<file path="src/rtl/oven_pkg.sv">
// -----------------------------------------------------------------------------
// oven_pkg
// Shared definitions for the microwave cook-timer control path.
//   - state_t / ST_* : 3-bit FSM state codes, also shown on the debug display
//   - TICK_DIV_DEFAULT   : clock cycles per 1 Hz tick at the board clock
//   - BEEP_TICKS_DEFAULT : seconds the done beeper sounds
// -----------------------------------------------------------------------------
package oven_pkg;

  typedef logic [2:0] state_t;

  localparam logic [2:0] ST_IDLE  = 3'd0;
  localparam logic [2:0] ST_SET   = 3'd1;
  localparam logic [2:0] ST_RUN   = 3'd2;
  localparam logic [2:0] ST_PAUSE = 3'd3;
  localparam logic [2:0] ST_DONE  = 3'd4;

  localparam int unsigned TICK_DIV_DEFAULT   = 50_000_000;
  localparam int unsigned BEEP_TICKS_DEFAULT = 3;

endpackage

</file>
<file path="src/rtl/oven_timer_ctrl_tick_gen.sv">
// -----------------------------------------------------------------------------
// tick_gen
// Free-running 1 Hz tick divider: counts 0 .. TICK_DIV-1 and wraps.
// Ports:
//   clock   in  system clock
//   clear   in  synchronous active-high reset, zeroes the count
//   restart in  zeroes the count on the next edge (phase-align a new second)
//   tick    out high for the single cycle where count == TICK_DIV-1
// -----------------------------------------------------------------------------
module tick_gen
  import oven_pkg::*;
#(
  parameter int unsigned TICK_DIV = TICK_DIV_DEFAULT
) (
  input  logic clock,
  input  logic clear,
  input  logic restart,
  output logic tick
);

  localparam int unsigned W = (TICK_DIV > 1) ? $clog2(TICK_DIV) : 1;
  localparam logic [W-1:0] LAST = W'(TICK_DIV - 1);

  logic [W-1:0] count_q;
  logic [W-1:0] count_d;

  assign tick = (count_q == LAST);

  always_comb begin
    count_d = count_q + W'(1);
    if (restart || tick) begin
      count_d = '0;
    end
  end

  always_ff @(posedge clock) begin
    if (clear) begin
      count_q <= '0;
    end else begin
      count_q <= count_d;
    end
  end

endmodule

</file>
<file path="src/rtl/oven_timer_ctrl.sv">
// -----------------------------------------------------------------------------
// oven_timer_ctrl
// Control FSM for the microwave cook timer. Clears/loads the cascaded
// down-counter chain, issues one count enable per second while cooking, and
// drives the magnetron and done beeper behind the door interlock.
// Ports:
//   clock, clear          clock and synchronous active-high reset
//   key_valid/start/stop/cancel  one-cycle keypad pulses
//   door_closed           interlock, 1 = closed
//   time_zero             all counter-chain digits are zero
//   cnt_clearn/cnt_loadn  active-low clear/load to the chain
//   cnt_en                one-cycle decrement enable to the chain
//   mag_on, beep          magnetron and beeper drives
//   state                 current state code
// All outputs are registered (one cycle latency from the sampled inputs).
// -----------------------------------------------------------------------------
module oven_timer_ctrl
  import oven_pkg::*;
#(
  parameter int unsigned TICK_DIV   = TICK_DIV_DEFAULT,
  parameter int unsigned BEEP_TICKS = BEEP_TICKS_DEFAULT
) (
  input  logic       clock,
  input  logic       clear,
  input  logic       key_valid,
  input  logic       start,
  input  logic       stop,
  input  logic       cancel,
  input  logic       door_closed,
  input  logic       time_zero,
  output logic       cnt_clearn,
  output logic       cnt_loadn,
  output logic       cnt_en,
  output logic       mag_on,
  output logic       beep,
  output logic [2:0] state
);

  localparam int unsigned BW = (BEEP_TICKS > 0) ? $clog2(BEEP_TICKS + 1) : 1;
  localparam logic [BW-1:0] BEEP_LAST = BW'(BEEP_TICKS - 1);

  state_t        state_q, state_d;
  logic          clearn_q, clearn_d;
  logic          loadn_q, loadn_d;
  logic          en_q, en_d;
  logic          mag_q;
  logic          beep_q;
  logic [BW-1:0] beep_cnt_q, beep_cnt_d;
  logic          tick;
  logic          restart;

  tick_gen #(.TICK_DIV(TICK_DIV)) u_tick_gen (
    .clock   (clock),
    .clear   (clear),
    .restart (restart),
    .tick    (tick)
  );

  // Priority inside each state: cancel > door open / stop > start
  // > key_valid > tick.
  always_comb begin
    state_d    = state_q;
    clearn_d   = 1'b1;
    loadn_d    = 1'b1;
    en_d       = 1'b0;
    beep_cnt_d = beep_cnt_q;
    restart    = 1'b0;

    case (state_q)
      ST_IDLE: begin
        if (cancel) begin
          clearn_d = 1'b0;
        end else if (key_valid) begin
          state_d = ST_SET;
          loadn_d = 1'b0;
        end
      end
      ST_SET: begin
        if (cancel) begin
          state_d  = ST_IDLE;
          clearn_d = 1'b0;
        end else if (start && door_closed && !time_zero) begin
          state_d = ST_RUN;
        end else if (key_valid) begin
          loadn_d = 1'b0;
        end
      end
      ST_RUN: begin
        if (cancel) begin
          state_d  = ST_IDLE;
          clearn_d = 1'b0;
        end else if (!door_closed || stop) begin
          state_d = ST_PAUSE;
        end else if (time_zero) begin
          // The chain wraps 0 -> 5, so a coincident tick must not count.
          state_d = ST_DONE;
        end else if (tick) begin
          en_d = 1'b1;
        end
      end
      ST_PAUSE: begin
        if (cancel || stop) begin
          state_d  = ST_IDLE;
          clearn_d = 1'b0;
        end else if (start && door_closed) begin
          state_d = ST_RUN;
        end
      end
      ST_DONE: begin
        if (cancel || start || stop || key_valid || !door_closed) begin
          state_d  = ST_IDLE;
          clearn_d = 1'b0;
        end else if (tick) begin
          if (beep_cnt_q == BEEP_LAST) begin
            state_d  = ST_IDLE;
            clearn_d = 1'b0;
          end else begin
            beep_cnt_d = beep_cnt_q + BW'(1);
          end
        end
      end
      default: begin
        state_d  = ST_IDLE;
        clearn_d = 1'b0;
      end
    endcase

    // Re-phase the divider when a timed state is entered so each second
    // (cook decrement or beep second) is a full TICK_DIV cycles long.
    if ((state_d != state_q) && ((state_d == ST_RUN) || (state_d == ST_DONE))) begin
      restart = 1'b1;
    end
    if ((state_d != state_q) && (state_d == ST_DONE)) begin
      beep_cnt_d = '0;
    end
  end

  always_ff @(posedge clock) begin
    if (clear) begin
      state_q    <= ST_IDLE;
      clearn_q   <= 1'b0;
      loadn_q    <= 1'b1;
      en_q       <= 1'b0;
      mag_q      <= 1'b0;
      beep_q     <= 1'b0;
      beep_cnt_q <= '0;
    end else begin
      state_q    <= state_d;
      clearn_q   <= clearn_d;
      loadn_q    <= loadn_d;
      en_q       <= en_d;
      mag_q      <= (state_d == ST_RUN);
      beep_q     <= (state_d == ST_DONE);
      beep_cnt_q <= beep_cnt_d;
    end
  end

  assign cnt_clearn = clearn_q;
  assign cnt_loadn  = loadn_q;
  assign cnt_en     = en_q;
  assign mag_on     = mag_q;
  assign beep       = beep_q;
  assign state      = state_q;

endmodule

</file>
<file path="config.mk">
export PLATFORM = sky130hd
export DESIGN_NAME = oven_timer_ctrl
export DESIGN_NICKNAME = d
export VERILOG_FILES = /design/src/rtl/oven_pkg.sv /design/src/rtl/oven_timer_ctrl_tick_gen.sv /design/src/rtl/oven_timer_ctrl.sv
export SDC_FILE = /design/constraint.sdc
export NUM_CORES = 1
export LEC_CHECK = 0
export ABC_AREA = 1
export CAP_MARGIN = 20
export CORE_MARGIN = 2
export CORE_UTILIZATION = 57
export CTS_CLUSTER_DIAMETER = 100
export DETAILED_ROUTE_END_ITERATION = 8
export GPL_TIMING_DRIVEN = 0
export PLACE_DENSITY = 0.88
export SLEW_MARGIN = 20
export SYNTH_ARGS = -nofsm -noshare
export SYNTH_HDL_FRONTEND = slang
export SYNTH_SLANG_ARGS = --single-unit
</file>
<file path="constraint.sdc">
create_clock -name clock -period 2.2 [get_ports clock]
set_input_delay 0.66 -clock clock [delete_from_list [all_inputs] [get_ports clock]]
set_output_delay 0.66 -clock clock [all_outputs]
set_load 0.1 [all_outputs]
</file>
==> metrics.yaml, run 1 <==
status: "finished clean"
grt_max_degree: 11
clk_pin_slew_ns: 0.11
arrival_ns: 1.49
hp-class: "reg -> reg"
drv_slew: 0
grt_antenna_before_repair: 0
ir_drop_mv: 0.385
max_cap_violations: 0
critPathMaxStageDelay_ns: 0.81
totalWireLength_mm: 4.00
path_delay_family: "buffers and inverters"
num_vias: 1747
synth_area_leader_cell: "dfxtp_1"
crit_buf_inv: 1
avgSynthCellArea_um2: 7.10
routabilityCongestion: 0.894
total_power_mw: 1.14
cts_buffer_depth: 2
die_h_um: 63.0
fin_util_pct: 67.9
cts.sinks: 36
clockRootBuffer: "clkbuf_4"
rsz0062_at_grt: "yes"
hold_viol_final: 0
synth_top_area_share_pct: 36.4
dp_slack_ns: -0.298
start_kind: "register"
synth_edf_count: 0
powerDensity_nw_per_um2: 501
synthCells: 279
post-place-cells: 339
syn-cell-area_um2: 1980
skew_ns: 0.00577
drc: 0
drt_first_iter_violations: 161
area_delta_synth_final_pct: 14.3
final_area_um2: 2260
yosysSeqAreaShare_pct: 36.4
period_minus_slack_ns: 2.15
final_nets: 310
max_freq_mhz: 466
io_pins: 16
path_max_fanout: 1
grt_overflow_total: 0
synthTopCellsByArea: "dfxtp_1 (36%), nor2_1 (9.3%), nand2_1 (8.9%)"
finalCritPeriodShare_pct: 97.6
setup_slack_ns: 0.0520
coreArea_um2: 3340
placed_area_um2: 2180
crit_path_top_delay_cell: "clkdlybuf4s15_1"
setup_viol: 0
dp_hpwl_mm: 2.86
synth_cell_types: 25
syn-num-nets: 289
die-area_um2: 3960
whs_ns: 0.460
cts_max_level: 2
grt_pass1_vias: 1617
ctsHoldBuffers: 0
rows: 21
vias_per_cell: 5.03
post_cts_buffers: 0
ant_nets: 0
maxSlewHeadroom_pct: 36.8
synth_ff_type: "dfxtp_1"
endpoint_kind: "primary output"
start_util_pct: 59.4
ys_ff_latch: 36
numCtsBuffers: 5
grt.total_usage_pct: 21.6
portBuffers: 14
path_cells: "clkdlybuf4s15_1"
crit_type: "reg -> out"
wl_per_cell_um: 11.5
grt_pass1_wl_mm: 6.71
antenna_cells: 0
cp_data_required_time_ns: 1.54
p_leak_nw: 0.838
ys_warn_count: 0
clkLatencyLatePin_ns: 0.34
drive_above_1_share_pct: 15.0
cts_tree: "done"
finalSetupTns_ns: 0
worstMarginPinSlew_ns: 0.952
async_flop_share_pct: 0
die_x_um: 63.0
instances_no_fill: 347
dr.pass1.iters: 4
[metal layers]
layer  vias up  global-route usage (%)  share of wire, %
met2        44                    38.0                50
met5         -                       0                 0
li1        916                       -                 -
met1       780                    24.1                44
met3         7                    3.96               4.2
met4         0                    12.8               2.0
[final timing paths]
kind                          from                     end  slack, ns  cells past startpoint
max                         cnt_en                  cnt_en       0.05                      1
min          u_tick_gen.count_q[0]   u_tick_gen.count_q[0]       0.46                      1
max reg2reg  u_tick_gen.count_q[0]  u_tick_gen.count_q[20]       0.36                     10
min reg2reg  u_tick_gen.count_q[0]   u_tick_gen.count_q[0]       0.46                      1
[synth_stat cells (3+ instances only)]
library cell	number
nand2_1	47
inv_1	41
a21oi_1	7
nor2_2	15
nor2_1	49
nand2_2	4
dfxtp_1	36
xnor2_1	6
xor2_1	17
nand4_1	9
o21ai_0	3
nand3_1	14
nor3_1	11
[state kept, by name, indices dropped and copies added (netlist names)]
signal	count
mag_on	1
state	3
beep	1
cnt_loadn	1
cnt_clearn	1
u_tick_gen.count_q	26
beep_cnt_q	2
cnt_en	1
[logic make-up (layout without fill, tap and decap cells)]
group	count (synthesis)	in the layout	share of synthesized area [%]
simple gates	161	161	39.8
buf+inv	45	67	9.28
flops	36	36	36.4
xor+xnor	23	23	10.2
compound gates	12	12	3.16
fa+ha+maj	2	2	1.26
[layout by cell type (no fill, tap or decap), types with 3 or more instances in the layout]
cell type | netlist | routed
nor2_1 | 49 | 47
nand2_1 | 47 | 46
inv_1 | 41 | 41
dfxtp_1 | 36 | 35
xor2_1 | 17 | 17
nor2_2 | 15 | 16
nand3_1 | 14 | 14
nor3_1 | 11 | 10
nand4_1 | 9 | 9
a21oi_1 | 7 | 6
xnor2_1 | 6 | 6
nand2_2 | 4 | 5
clkbuf_4 | 0 | 5
clkdlybuf4s50_1 | 0 | 5
clkdlybuf4s15_1 | 0 | 5
nor3_2 | 2 | 3
nor2_4 | 2 | 3
o21ai_0 | 3 | 3
clkbuf_1 | 1 | 3
[report_power, final]
group	leakage [nW]	internal (mW)	switching, mW
logic	0.514	0.0329	0.0621
clock network	0.0326	0.158	0.217
registers	0.292	0.659	0.00636
[timing repair]
action | CTS | global route
resized for setup | 14 | 15
endpoints found under the setup margin | 8 | 31
pin swaps | 0 | 1
[cell type report]
cell class                      count  area (um2)
Clock buffer                        8        58.8
Tap cell                           46        57.6
Fill cell                         298        1070
Multi-Input combinational cell    198        1100
Sequential cell                    36         722
Buffer                              3        30.0
Inverter                           42         158
Timing Repair Buffer               14         140
Note: power is estimated with default switching activity, not from simulation.
==> run 2, diff against run 1 <==
--- a/config.mk
+++ b/config.mk
@@ -7,7 +7,7 @@
 export LEC_CHECK = 0
 export ABC_AREA = 1
 export CAP_MARGIN = 20
-export CORE_MARGIN = 2
+export CORE_MARGIN = 8
 export CORE_UTILIZATION = 57
 export CTS_CLUSTER_DIAMETER = 100
 export DETAILED_ROUTE_END_ITERATION = 8
@@ -17,3 +17,4 @@
 export SYNTH_ARGS = -nofsm -noshare
 export SYNTH_HDL_FRONTEND = slang
 export SYNTH_SLANG_ARGS = --single-unit
+export TNS_END_PERCENT = 1
==> metrics.yaml, run 2 (synthesized netlist as in run 1, its figures left out) <==
num_vias: 1748  # was 1747
arrival_ns: 1.50  # was 1.49 ns
max_freq_mhz: 463  # was 466 MHz
post_cts_buffers: 0  # unchanged
final_area_um2: 2260  # about the same
r2r-start: "u_tick_gen.count_q[0]"  # unchanged
drt_first_iter_violations: 109  # was 161
instances_no_fill: 347  # unchanged
r2r_slack_ns: 0.33  # was 0.36 ns
mostFrequentLayoutCell: "nor2_1"  # unchanged
p_leak_nw: 0.853  # was 0.838 nW
clkLatencyLatePin_ns: 0.36  # was 0.34 ns
rsz0062_at_grt: "no"  # was yes
grt_pass1_wl_mm: 6.71  # about the same
start_kind: "register"  # unchanged
crit_buf_inv: 1  # unchanged
die_h_um: 75.0  # was 63.0 um
numCtsBuffers: 5  # unchanged
routabilityCongestion: 0.869  # was 0.894
max_cap_violations: 0  # unchanged
critPathMaxStageDelay_ns: 0.82  # was 0.81 ns
cts.sinks: 36  # unchanged
largest_register: "u_tick_gen.count_q"  # unchanged
dr.pass1.iters: 4  # unchanged
grt.total_usage_pct: 15.7  # was 21.6%
rows: 21  # unchanged
antenna_cells: 0  # unchanged
final_nets: 310  # unchanged
grt_antenna_before_repair: 0  # unchanged
drive_above_1_share_pct: 16.3  # was 15.0%
finalCritPeriodShare_pct: 98.1  # was 97.6%
path_delay_family: "buffers and inverters"  # unchanged
crit_path_top_delay_cell: "clkdlybuf4s15_1"  # unchanged
status: "finished clean"  # unchanged
ant_nets: 0  # unchanged
start_util_pct: 59.4  # unchanged
coreArea_um2: 3340  # unchanged
die_x_um: 75.0  # was 63.0 um
whs_ns: 0.461  # was 0.460 ns
portBuffers: 14  # unchanged
cts_max_level: 2  # unchanged
path_max_fanout: 1  # unchanged
grt_pass1_vias: 1629  # was 1617
endpoint_kind: "primary output"  # unchanged
setup_viol: 0  # unchanged
post-place-cells: 339  # unchanged
finalSetupTns_ns: 0  # unchanged
maxSlewHeadroom_pct: 36.4  # was 36.8%
holdPathStages: 1  # unchanged
path_cells: "clkdlybuf4s15_1"  # unchanged
cts_buffer_depth: 2  # unchanged
hold_viol_final: 0  # unchanged
crit_type: "reg -> out"  # unchanged
ir_drop_mv: 0.315  # was 0.385 mV
dp_hpwl_mm: 3.02  # was 2.86 mm
largest_reg_flops: 26  # unchanged
io_pins: 16  # unchanged
clockRootBuffer: "clkbuf_4"  # unchanged
hp-start: "u_tick_gen.count_q[0]"  # unchanged
grt_overflow_total: 0  # unchanged
drc: 0  # unchanged
worstMarginPinSlew_ns: 0.958  # was 0.952 ns
critPathLaunch: "mag_on"  # was cnt_en
wl_per_cell_um: 11.6  # was 11.5 um
fillers: 288  # was 298
vias_per_cell: 5.04  # was 5.03
min_to: "u_tick_gen.count_q[0]"  # unchanged
cts_tree: "done"  # unchanged
area_delta_synth_final_pct: 13.9  # was 14.3%
die-area_um2: 5620  # was 3960 um2
drv_slew: 0  # unchanged
hp-class: "reg -> reg"  # unchanged
r2r-end: "u_tick_gen.count_q[24]"  # was u_tick_gen.count_q[20]
clk_pin_slew_ns: 0.12  # was 0.11 ns
period_minus_slack_ns: 2.16  # was 2.15 ns
totalWireLength_mm: 4.02  # was 4.00 mm
final_cell_mix: "nor2_1 (47), nand2_1 (46), inv_1 (41), dfxtp_1 (35), xor2_1 (17)"  # unchanged
powerDensity_nw_per_um2: 544  # was 501 nW/um2
placed_area_um2: 2180  # unchanged
skew_ns: 0.0151  # was 0.00577 ns
cp_data_required_time_ns: 1.54  # about the same
grt_max_degree: 12  # was 11
path_depth: 1  # unchanged
ff2ff_path_depth: 11  # was 10
[run 2: changes by cell type in the layout (fill, tap and decap cells not counted), sizes merged]
cell	previous run	this run
clkbuf	9	11
clkdlybuf4s50	5	4
bufinv	0	1
dlymetal6s2s	1	2
clkinv	0	1
clkdlybuf4s15	7	3
[run 2: how the worst max path moves through the flow]
stage / endpoint / slack (ns)
6_report: mag_on / 0.04
3_3_place_gp: u_tick_gen.count_q[11] / -0.23
4_1_cts: beep / 0.005
2_1_floorplan: u_tick_gen.count_q[13] / 0.002
3_5_place_dp: u_tick_gen.count_q[9] / -0.28
5_1_grt: mag_on / 0.001
[run 2: metal layers]
| metal | share of wire [%] | vias to the layer above | GRT usage, % |
|---|---|---|---|
| li1 | - | 919 | - |
| met1 | 45 | 785 | 17.7 |
| met2 | 49 | 37 | 25.4 |
| met3 | 3.2 | 7 | 4.66 |
| met4 | 2.1 | 0 | 9.78 |
| met5 | 0 | - | 0 |
[run 2: stage by stage]
step	power [mW]	setup WS, ns	utilization, %
after floorplan	0.743	0.00247	-
after global placement	0.770	-0.232	65.4
after detailed placement	0.772	-0.276	65.4
after CTS	1.24	0.00480	67.8
after global routing	1.27	0.000968	67.6
final	1.23	0.0415	67.6
[run 2: layout make-up]
| type | instances | area [um2] | area share, % |
|---|---|---|---|
| plain buffers | 3 | 26.3 | 1.16 |
| well taps | 46 | 57.6 | 2.55 |
| repair buffers | 14 | 123 | 5.43 |
| multi-input cells | 198 | 1090 | 48.5 |
| clock buffers | 6 | 41.3 | 1.83 |
| inverters | 42 | 158 | 6.98 |
| clock inverters | 2 | 35.0 | 1.55 |
| flip-flops and latches | 36 | 722 | 32.0 |
[run 2: power by group]
part / internal, mW / switching, mW / total [mW]
registers: 0.659 / 0.00668 / 0.666
clock network: 0.238 / 0.231 / 0.469
logic: 0.0310 / 0.0611 / 0.0921
[run 2: timing repair]
| item | 4_1_cts | 5_1_grt |
|---|---|---|
| gates resized for setup | 19 | 13 |
| endpoints found under the setup margin | 8 | 24 |
| hold buffers | 0 | 0 |
